$ cat src/rtl/ram_access_arbiter.sv
// Two-port arbiter/sequencer for the 64x1 bit-addressable RAM: 17-bit window or
// bit-serial reads, bit-serial writes and whole-RAM clear, round-robin between ports.
module ram_access_arbiter (
    input  logic        clk,
    input  logic        clear_n,
    input  logic        p0_req,
    input  logic [5:0]  p0_addr,
    output logic        p0_ack,
    output logic [16:0] p0_rdata,
    input  logic        p1_req,
    input  logic [1:0]  p1_op,
    input  logic [5:0]  p1_addr,
    input  logic [4:0]  p1_len,
    input  logic [16:0] p1_wdata,
    output logic        p1_ack,
    output logic [16:0] p1_rdata,
    output logic        p1_err,
    output logic [5:0]  ram_address,
    output logic        ram_datain,
    output logic        ram_store,
    output logic        ram_clear,
    input  logic        ram_dataout,
    input  logic [16:0] ram_window
);
    localparam int unsigned AW = 6;
    localparam int unsigned DW = 17;
    localparam int unsigned KW = 5;
    localparam int unsigned LW = 5;
    localparam logic [AW-1:0] WIN_MAX_BASE = AW'(47);
    localparam logic [1:0] OP_READ  = 2'b00;
    localparam logic [1:0] OP_WRITE = 2'b01;
    localparam logic [1:0] OP_CLEAR = 2'b10;

    typedef enum logic [2:0] {S_IDLE, S_WIN_RD, S_SER_RD, S_WR, S_CLR, S_ACK} state_t;

    state_t        r_state, w_state_nxt;
    logic [KW-1:0] r_k, w_k_nxt;
    logic          r_last, r_port, w_port_nxt;
    logic [AW-1:0] r_base, w_base_nxt;
    logic [LW-1:0] r_len, w_len_nxt;
    logic [DW-1:0] r_wdata, w_wdata_nxt;
    logic          r_err, w_err_nxt;
    logic [DW-2:0] r_shift;
    logic [DW-1:0] w_rd_word;
    logic          w_rd_done;
    logic [KW-1:0] w_bit_idx;
    logic [AW-1:0] w_addr_nxt;
    logic          w_store_nxt, w_datain_nxt, w_clear_nxt;
    logic          w_p0_ack_nxt, w_p1_ack_nxt, w_p1_err_nxt;

    // State register; RAM-side and port outputs are registered from next-state decode
    always_ff @(posedge clk or negedge clear_n) begin
        if (!clear_n) begin
            r_state     <= S_IDLE;
            r_k         <= '0;
            r_last      <= 1'b1;
            r_port      <= 1'b0;
            r_base      <= '0;
            r_len       <= '0;
            r_wdata     <= '0;
            r_err       <= 1'b0;
            r_shift     <= '0;
            p0_rdata    <= '0;
            p1_rdata    <= '0;
            p0_ack      <= 1'b0;
            p1_ack      <= 1'b0;
            p1_err      <= 1'b0;
            ram_address <= '0;
            ram_datain  <= 1'b0;
            ram_store   <= 1'b0;
            ram_clear   <= 1'b0;
        end else begin
            r_state     <= w_state_nxt;
            r_k         <= w_k_nxt;
            r_port      <= w_port_nxt;
            r_base      <= w_base_nxt;
            r_len       <= w_len_nxt;
            r_wdata     <= w_wdata_nxt;
            r_err       <= w_err_nxt;
            p0_ack      <= w_p0_ack_nxt;
            p1_ack      <= w_p1_ack_nxt;
            p1_err      <= w_p1_err_nxt;
            ram_address <= w_addr_nxt;
            ram_datain  <= w_datain_nxt;
            ram_store   <= w_store_nxt;
            ram_clear   <= w_clear_nxt;
            if (r_state == S_ACK) r_last <= r_port;
            if (r_state == S_SER_RD) r_shift <= {r_shift[DW-3:0], ram_dataout};
            if (w_rd_done) begin
                if (r_port) p1_rdata <= w_rd_word;
                else        p0_rdata <= w_rd_word;
            end
        end
    end

    // Next-state: arbitration and dispatch in IDLE, sequencing counter elsewhere
    always_comb begin
        w_state_nxt = r_state;
        w_k_nxt     = r_k;
        w_port_nxt  = r_port;
        w_base_nxt  = r_base;
        w_len_nxt   = r_len;
        w_wdata_nxt = r_wdata;
        w_err_nxt   = r_err;
        unique case (r_state)
            S_IDLE: begin
                if (p0_req || p1_req) begin
                    w_port_nxt = p1_req && (!p0_req || !r_last);
                    w_k_nxt    = '0;
                    w_err_nxt  = 1'b0;
                    if (!w_port_nxt) begin
                        w_base_nxt  = p0_addr;
                        w_state_nxt = (p0_addr <= WIN_MAX_BASE) ? S_WIN_RD : S_SER_RD;
                    end else begin
                        w_base_nxt  = p1_addr;
                        w_len_nxt   = p1_len;
                        w_wdata_nxt = p1_wdata;
                        if (p1_op == OP_READ) begin
                            w_state_nxt = (p1_addr <= WIN_MAX_BASE) ? S_WIN_RD : S_SER_RD;
                        end else if (p1_op == OP_WRITE && p1_len != '0 && p1_len <= LW'(DW)) begin
                            w_state_nxt = S_WR;
                        end else if (p1_op == OP_CLEAR) begin
                            w_state_nxt = S_CLR;
                        end else begin
                            w_state_nxt = S_ACK;
                            w_err_nxt   = 1'b1;
                        end
                    end
                end
            end
            S_WIN_RD: w_state_nxt = S_ACK;
            S_SER_RD: begin
                if (r_k == KW'(DW-1)) w_state_nxt = S_ACK;
                else                  w_k_nxt     = r_k + KW'(1);
            end
            S_WR: begin
                if (r_k == r_len - LW'(1)) w_state_nxt = S_ACK;
                else                       w_k_nxt     = r_k + KW'(1);
            end
            S_CLR: w_state_nxt = S_ACK;
            S_ACK: begin
                w_state_nxt = S_IDLE;
                w_k_nxt     = '0;
            end
            default: w_state_nxt = S_IDLE;
        endcase
    end

    // Output decode of the upcoming state so every output leaves a flop
    always_comb begin
        w_addr_nxt   = w_base_nxt;
        w_store_nxt  = 1'b0;
        w_datain_nxt = 1'b0;
        w_clear_nxt  = 1'b0;
        w_p0_ack_nxt = 1'b0;
        w_p1_ack_nxt = 1'b0;
        w_p1_err_nxt = 1'b0;
        w_bit_idx    = KW'(DW-1) - w_k_nxt;
        if (w_state_nxt == S_SER_RD || w_state_nxt == S_WR)
            w_addr_nxt = w_base_nxt + AW'(w_k_nxt);
        if (w_state_nxt == S_WR) begin
            w_store_nxt  = 1'b1;
            w_datain_nxt = w_wdata_nxt[w_bit_idx];
        end
        if (w_state_nxt == S_CLR) w_clear_nxt = 1'b1;
        if (w_state_nxt == S_ACK) begin
            w_p0_ack_nxt = !w_port_nxt;
            w_p1_ack_nxt = w_port_nxt;
            w_p1_err_nxt = w_port_nxt && w_err_nxt;
        end
    end

    // Read word: window capture, or the gathered bits plus the final serial bit
    always_comb begin
        w_rd_word = (r_state == S_WIN_RD) ? ram_window : {r_shift, ram_dataout};
        w_rd_done = (r_state == S_WIN_RD) || (r_state == S_SER_RD && r_k == KW'(DW-1));
    end
endmodule
$ cat config.mk
export PLATFORM = sky130hd
export DESIGN_NAME = ram_access_arbiter
export DESIGN_NICKNAME = d
export VERILOG_FILES = /design/src/rtl/ram_access_arbiter.sv
export SDC_FILE = /design/constraint.sdc
export NUM_CORES = 1
export LEC_CHECK = 0
export CORE_UTILIZATION = 53
export CTS_BUF_LIST = sky130_fd_sc_hd__clkbuf_4
export DETAILED_ROUTE_END_ITERATION = 10
export GPL_TIMING_DRIVEN = 0
export PLACE_DENSITY = 0.79
export REMOVE_ABC_BUFFERS = 1
export SETUP_SLACK_MARGIN = 0.4
export SLEW_MARGIN = 5
export SYNTH_ARGS = -nofsm -noshare
export SYNTH_HDL_FRONTEND = slang
export SYNTH_SLANG_ARGS = --single-unit
export TNS_END_PERCENT = 100
$ cat constraint.sdc
create_clock -name clk -period 4.3 [get_ports clk]
set_input_delay 0.86 -clock clk [delete_from_list [all_inputs] [get_ports clk]]
set_output_delay 0.86 -clock clk [all_outputs]
set_load 0.03 [all_outputs]
-- Word-level counts from Yosys, hierarchy flattened
Index checks and enable logic that the tools add are counted.
- output and inout port bits: 46
- input port bits: 58
- register bits after elaboration: 101
- muxes and demuxes: 38
- bitwise gates (word level): 1
- equal/unequal tests: 13
- add/subtract/negate cells: 4
- magnitude comparators: 4
- reduce and logical (&&, ||, !) cells: 19
- operator list (cell ; number):
    two-way mux 17 bit ; 4
    two-way mux 6 bit ; 4
    case mux 5 bit (4 select lines) ; 1
    two-way mux 3 bit ; 6
    two-way mux 1 bit ; 16
    two-way mux 5 bit ; 3
    equality test 3 x 2 -> 1 bit, second input constant ; 4
    equality test 3 bit, second input constant ; 4
    <= comparator 6 bit, second input constant ; 2
    case mux 3 bit (4 select lines) ; 1
    adder 6 x 5 -> 6 bit ; 1
    less-than comparator 5 x 6 -> 1 bit, second input constant ; 1
    adder 5 x 1 -> 5 bit, second input constant ; 1
    binary-select mux 1 bit (select 5 bit) ; 1
    equality test 5 bit ; 1
    equality test 5 bit, second input constant ; 1
    <= comparator 5 bit, second input constant ; 1
    logical AND 1 bit ; 5
    nonzero test 5 bit ; 1
    subtractor 5 x 1 -> 5 bit, second input constant ; 1
    subtractor 5 bit, first input constant ; 1
    logical OR 1 bit ; 4
    two-way mux 2 bit ; 2
    AND reduction 2 bit ; 2
    9 further kinds ; 11

-- Logic depth before layout (Yosys ltp)
- depth after elaboration: 11
- gate-level depth with buffers: 16
- mapped depth without buffers: 15

-- Worst setup path before layout
OpenSTA, ideal clock, no wires.
- kind: input-to-reg
- from: input port p0_req
- to: register ram_address[5]
- data arrival time: 3111 ps
- stages on the path: 12
- path slack: 1058 ps
- cell sequence: nand2_1 > nand2_1 > clkbuf_1 > nor4_1 > buf_2 > buf_2 > buf_1 > a221o_1 > ha_1 > a21oi_2 > o21ai_0 > xor2_1
- RTL lines (item ; line ; source):
    start, declared ; 6 ; input logic p0_req,
    zero test 1 bit ; 108 ; w_port_nxt = p1_req && (!p0_req || !r_last);
    logical OR 1 bit ; 108 ;
    logical AND 1 bit ; 108 ;
    two-way mux 6 bit ; 111 ; if (!w_port_nxt) begin
    two-way mux 6 bit (*) ; 107 ; if (p0_req || p1_req) begin
    two-way mux 6 bit (*) ; 105 ; unique case (r_state)
    via w_base_nxt[2] ; 39 ; logic [AW-1:0] r_base, w_base_nxt;
    adder 6 x 5 -> 6 bit (*) ; 160 ; w_addr_nxt = w_base_nxt + AW'(w_k_nxt);
    two-way mux 6 bit (*) ; 159 ; if (w_state_nxt == S_SER_RD || w_state_nxt == S_WR)
    via w_addr_nxt[5] ; 47 ; logic [AW-1:0] w_addr_nxt;
    end signal, assigned ; 83 ; ram_address <= w_addr_nxt;
    end, declared ; 18 ; output logic [5:0] ram_address,
The timed path passes the listed nets; every way through them passes the cells marked *.
A chain may end at the register's enable or synchronous reset.

-- Final worst setup path
- from: register r_len[0]
- to: register ram_datain
- word-level cells in the longest chain between the ends: 8
- ends and longest elaborated chain (item ; line ; source):
    start, declared ; 40 ; logic [LW-1:0] r_len, w_len_nxt;
    start signal, assigned ; 77 ; r_len <= w_len_nxt;
    subtractor 5 x 1 -> 5 bit (*) ; 137 ; if (r_k == r_len - LW'(1)) w_state_nxt = S_ACK;
    equality test 5 bit (*) ; 137 ;
    two-way mux 5 bit ; 137 ;
    case mux 5 bit (4 select lines) ; 105 ;
    subtractor 5 bit ; 158 ; w_bit_idx = KW'(DW-1) - w_k_nxt;
    binary-select mux 1 bit (select 5 bit) ; 163 ; w_datain_nxt = w_wdata_nxt[w_bit_idx];
    two-way mux 1 bit (not written as such) ; 163 ;
    two-way mux 1 bit (*) ; 161 ; if (w_state_nxt == S_WR) begin
    via w_datain_nxt ; 48 ; logic w_store_nxt, w_datain_nxt, w_clear_nxt;
    end signal, assigned ; 84 ; ram_datain <= w_datain_nxt;
    end, declared ; 19 ; output logic ram_datain,
The timed path passes the listed nets; every way through them passes the cells marked *. The select of a mux whose other input is x is not followed.

==> flow_summary.toml <==
[run_status]
status = "complete, but fails checks"
violations = "design-rule violations"

[sta]
post-route-period-util_pct = 81.1
setup_slack_ns = 0.811
final_hold_viol_count = 0
rsz0062_at_grt = "no"
slew_headroom_pct = 41.0
timing.fmax_ghz = 0.287
finalSetupViolations = 0
setup-tns-final_ns = 0
final.min_clock_period_ns = 3.49
tightest_slew_ns = 0.884
drv_slew = 0
skew_ns = 0.0211

[setup_path]
startpoint = "r_len[0]"
crit_family = "compound AO/OA/AOI/OAI gates"
crit_type = "flop to flop"
startpoint_type = "flop"
crit_slowest_cell = "mux4_2"
crit_fanout = 7
worstPathRequired_ns = 4.70
r2r-start = "r_len[0]"
end_kind = "flop"
crit_buf_inv = 2
crit_chain = "inv_1 > ha_1 > and4bb_1 > o211ai_2 > a211oi_2 > a211o_2 > a22o_1 > inv_1 > ha_1 > xnor2_4 > mux2i_1 > mux4_2 > o21ai_1"
critical_path.max_stage_delay_ns = 0.47
worstPathArrival_ns = 3.88

[grt]
grt_first_pass_wirelength_mm = 17.9
grt_usage_pct = 23.7
gr-total-overflow = 0
busiest_layer = "met2"
grt_pass1_vias = 3771
gr-usage-met2_pct = 39.8
antenna_found_initial = 0
met1_usage_pct = 31.2
grt_start_max_net_pins = 65
grtUsageMet3_pct = 3.58

[synth]
synth_edf_count = 0
ys_warn_count = 0
synth.most_common_cell = "dfrtp_1"
yosys.area.top_type_share_pct = 51.3
synth.distinct_cells = 66
ys_top_cells_by_area = "dfrtp_1 (51%), nand2_1 (7.1%), mux2_2 (5.8%)"
netlist_instances = 469
yosys_most_used_dff = "dfrtp_1"
synth_top_cells_by_count = "dfrtp_1 (100), nand2_1 (92), nor2_1 (38), a21oi_1 (26), mux2_2 (25)"
yosysSeqAreaShare_pct = 51.9
synth_area_per_cell_um2 = 10.4
async_flop_share_pct = 100
ys_ff_latch = 101
synth.cell_area_um2 = 4870
synth_top_area_cell = "dfrtp_1"

[floorplan]
fp-row-count = 34
initial_core_util_pct = 55.4
num_io_pins = 104
core_area_um2 = 8810
die_area_um2 = 9590
die_w_um = 97.9
die_h_um = 97.9

[power_and_ir_drop]
power_mw = 4.47
p_int_mw = 2.54
p_seq_share_pct = 34.2
power_switching_mw = 1.92
peakVddDrop_uv = 362
p_leak_nw = 2.82
power.density_nw_per_um2 = 718
swShare_pct = 43.1
clkPwrFrac_pct = 12.1
combPwrFrac_pct = 53.7

[routing]
via_per_inst = 5.51
num_vias = 3757
drt_iter0_drc = 171
ant_nets = 0
dr.pass1.iters = 7
drc_errors = 4
routedWlPerCell_um = 15.8
finalWirelength_mm = 10.8

[clocking]
cts_htree_levels = 3
clk_pin_slew_ns = 0.18
cts_tree = "built"
cts.sinks = 101
cts_hold_buf = 0
cts_made_buffers = 9
root_buffer = "clkbuf_4"
cts_buffer_depth = 2
clock_latency_ns = 0.47

[layout]
multiInputGateArea_um2 = 2190
syn2layout_area_growth_pct = 27.6
design_area_um2 = 6220
seqCellArea_um2 = 2530
antenna_cells = 0
fin_cells = 682
drive_gt1_share_pct = 13.4
fillCellCount = 688
nNetsFinal = 636

[placement]
pre_cts_ws_ns = 0.375
dp_cells = 665
place.gp.congestion = 0.856
hpwl_mm = 7.89
port_buffers = 103
place_area_um2 = 6050

[hold_path]
hold_path.class = "input port to async pin"

[job]
cap_violations = 0
==> worst register-to-register path: stages, from the launching register on <==
cell and delay [ns]:
dfrtp_1 0.44, inv_1 0.09, ha_1 0.23, and4bb_1 0.23, o211ai_2 0.11, a211oi_2 0.37, a211o_2 0.24, a22o_1 0.30
inv_1 0.09, ha_1 0.26, xnor2_4 0.32, mux2i_1 0.14, mux4_2 0.47, o21ai_1 0.15
==> through the flow <==
| step | util, % | hold WS (ns) |
|---|---|---|
| 3_3_place_gp | 67.3 | 0.447 |
| 6_report | 70.7 | 0.339 |
| 3_5_place_dp | 68.8 | 0.457 |
| 2_1_floorplan | - | 0.427 |
| 4_1_cts | 70.6 | 0.340 |
| 5_1_grt | 70.7 | 0.345 |
==> per-layer routing <==
layer	share of wire, %	vias up	wire [µm]
met5	0	-	0
met1	43	1830	4680
met3	4.0	15	436
li1	-	1828	-
met4	1.6	0	176
met2	51	84	5490
==> what timing repair did <==
item	in CTS	in global routing
setup endpoints to repair	0	1
gates resized for setup	0	0
setup buffers	0	1
==> path summary, 6_finish.rpt <==
| check | endpoint | slack (ns) | cells after the start |
|---|---|---|---|
| hold / removal | p1_rdata[9] | 0.34 | 1 |
| max in group asynchronous | r_last | 3.23 | 2 |
| min in group clk | r_wdata[8] | 0.49 | 2 |
| setup / recovery | ram_datain | 0.81 | 13 |
| setup reg to reg | ram_datain | 0.81 | 13 |
| hold reg to reg | r_wdata[8] | 0.49 | 2 |
==> cells in the final DEF, fill, tap and decap left out, types with 7 or more instances in the layout <==
cell | Yosys | layout
dfrtp_1 | 100 | 100
and2_1 | 7 | 7
ha_1 | 9 | 9
clkbuf_4 | 0 | 9
inv_1 | 15 | 15
nor2_1 | 38 | 37
a21oi_1 | 26 | 26
mux2i_1 | 22 | 22
clkdlybuf4s50_1 | 0 | 102
nand2_1 | 92 | 92
mux2_2 | 25 | 25
o21ai_0 | 22 | 21
==> state kept, by name (all words and copies together), names as in the netlist, 3 cells and up <==
signal / count
r_base: 6
p1_rdata: 17
ram_address: 6
r_shift: 16
r_len: 5
r_k: 5
r_state: 3
r_wdata: 17
p0_rdata: 17
==> power by group through the flow <==
stage	clock, mW	sequential [mW]	combinational [mW]
detailed placement	0	1.55	2.39
CTS	0.551	1.53	2.41
global placement	0	1.53	2.27
finish	0.540	1.53	2.40
global route	0.591	1.57	2.60
floorplan	0	1.84	1.27
==> cells by family (layout without fill, tap and decap cells) <==
kind of cell | Yosys count | count (layout) | share of synthesized area (%)
flip-flops | 101 | 101 | 51.9
XOR/XNOR | 11 | 11 | 2.52
multiplexers | 50 | 50 | 11.7
adder cells (fa/ha/maj) | 10 | 10 | 2.54
AND/OR/NAND/NOR | 172 | 172 | 15.9
buffers and inverters | 40 | 145 | 3.52
AO/OA/AOI/OAI | 85 | 85 | 12.0
==> area by class of cell <==
class                           count  share of cell area [%]
Clock buffer                        9                    1.09
Clock inverter                      7                    1.49
Inverter                           16                   0.965
Multi-Input combinational cell    328                    35.2
Sequential cell                   101                    40.6
Tap cell                          108                    2.17
Timing Repair Buffer              113                    18.4
Power figures use the tool's default switching activity.
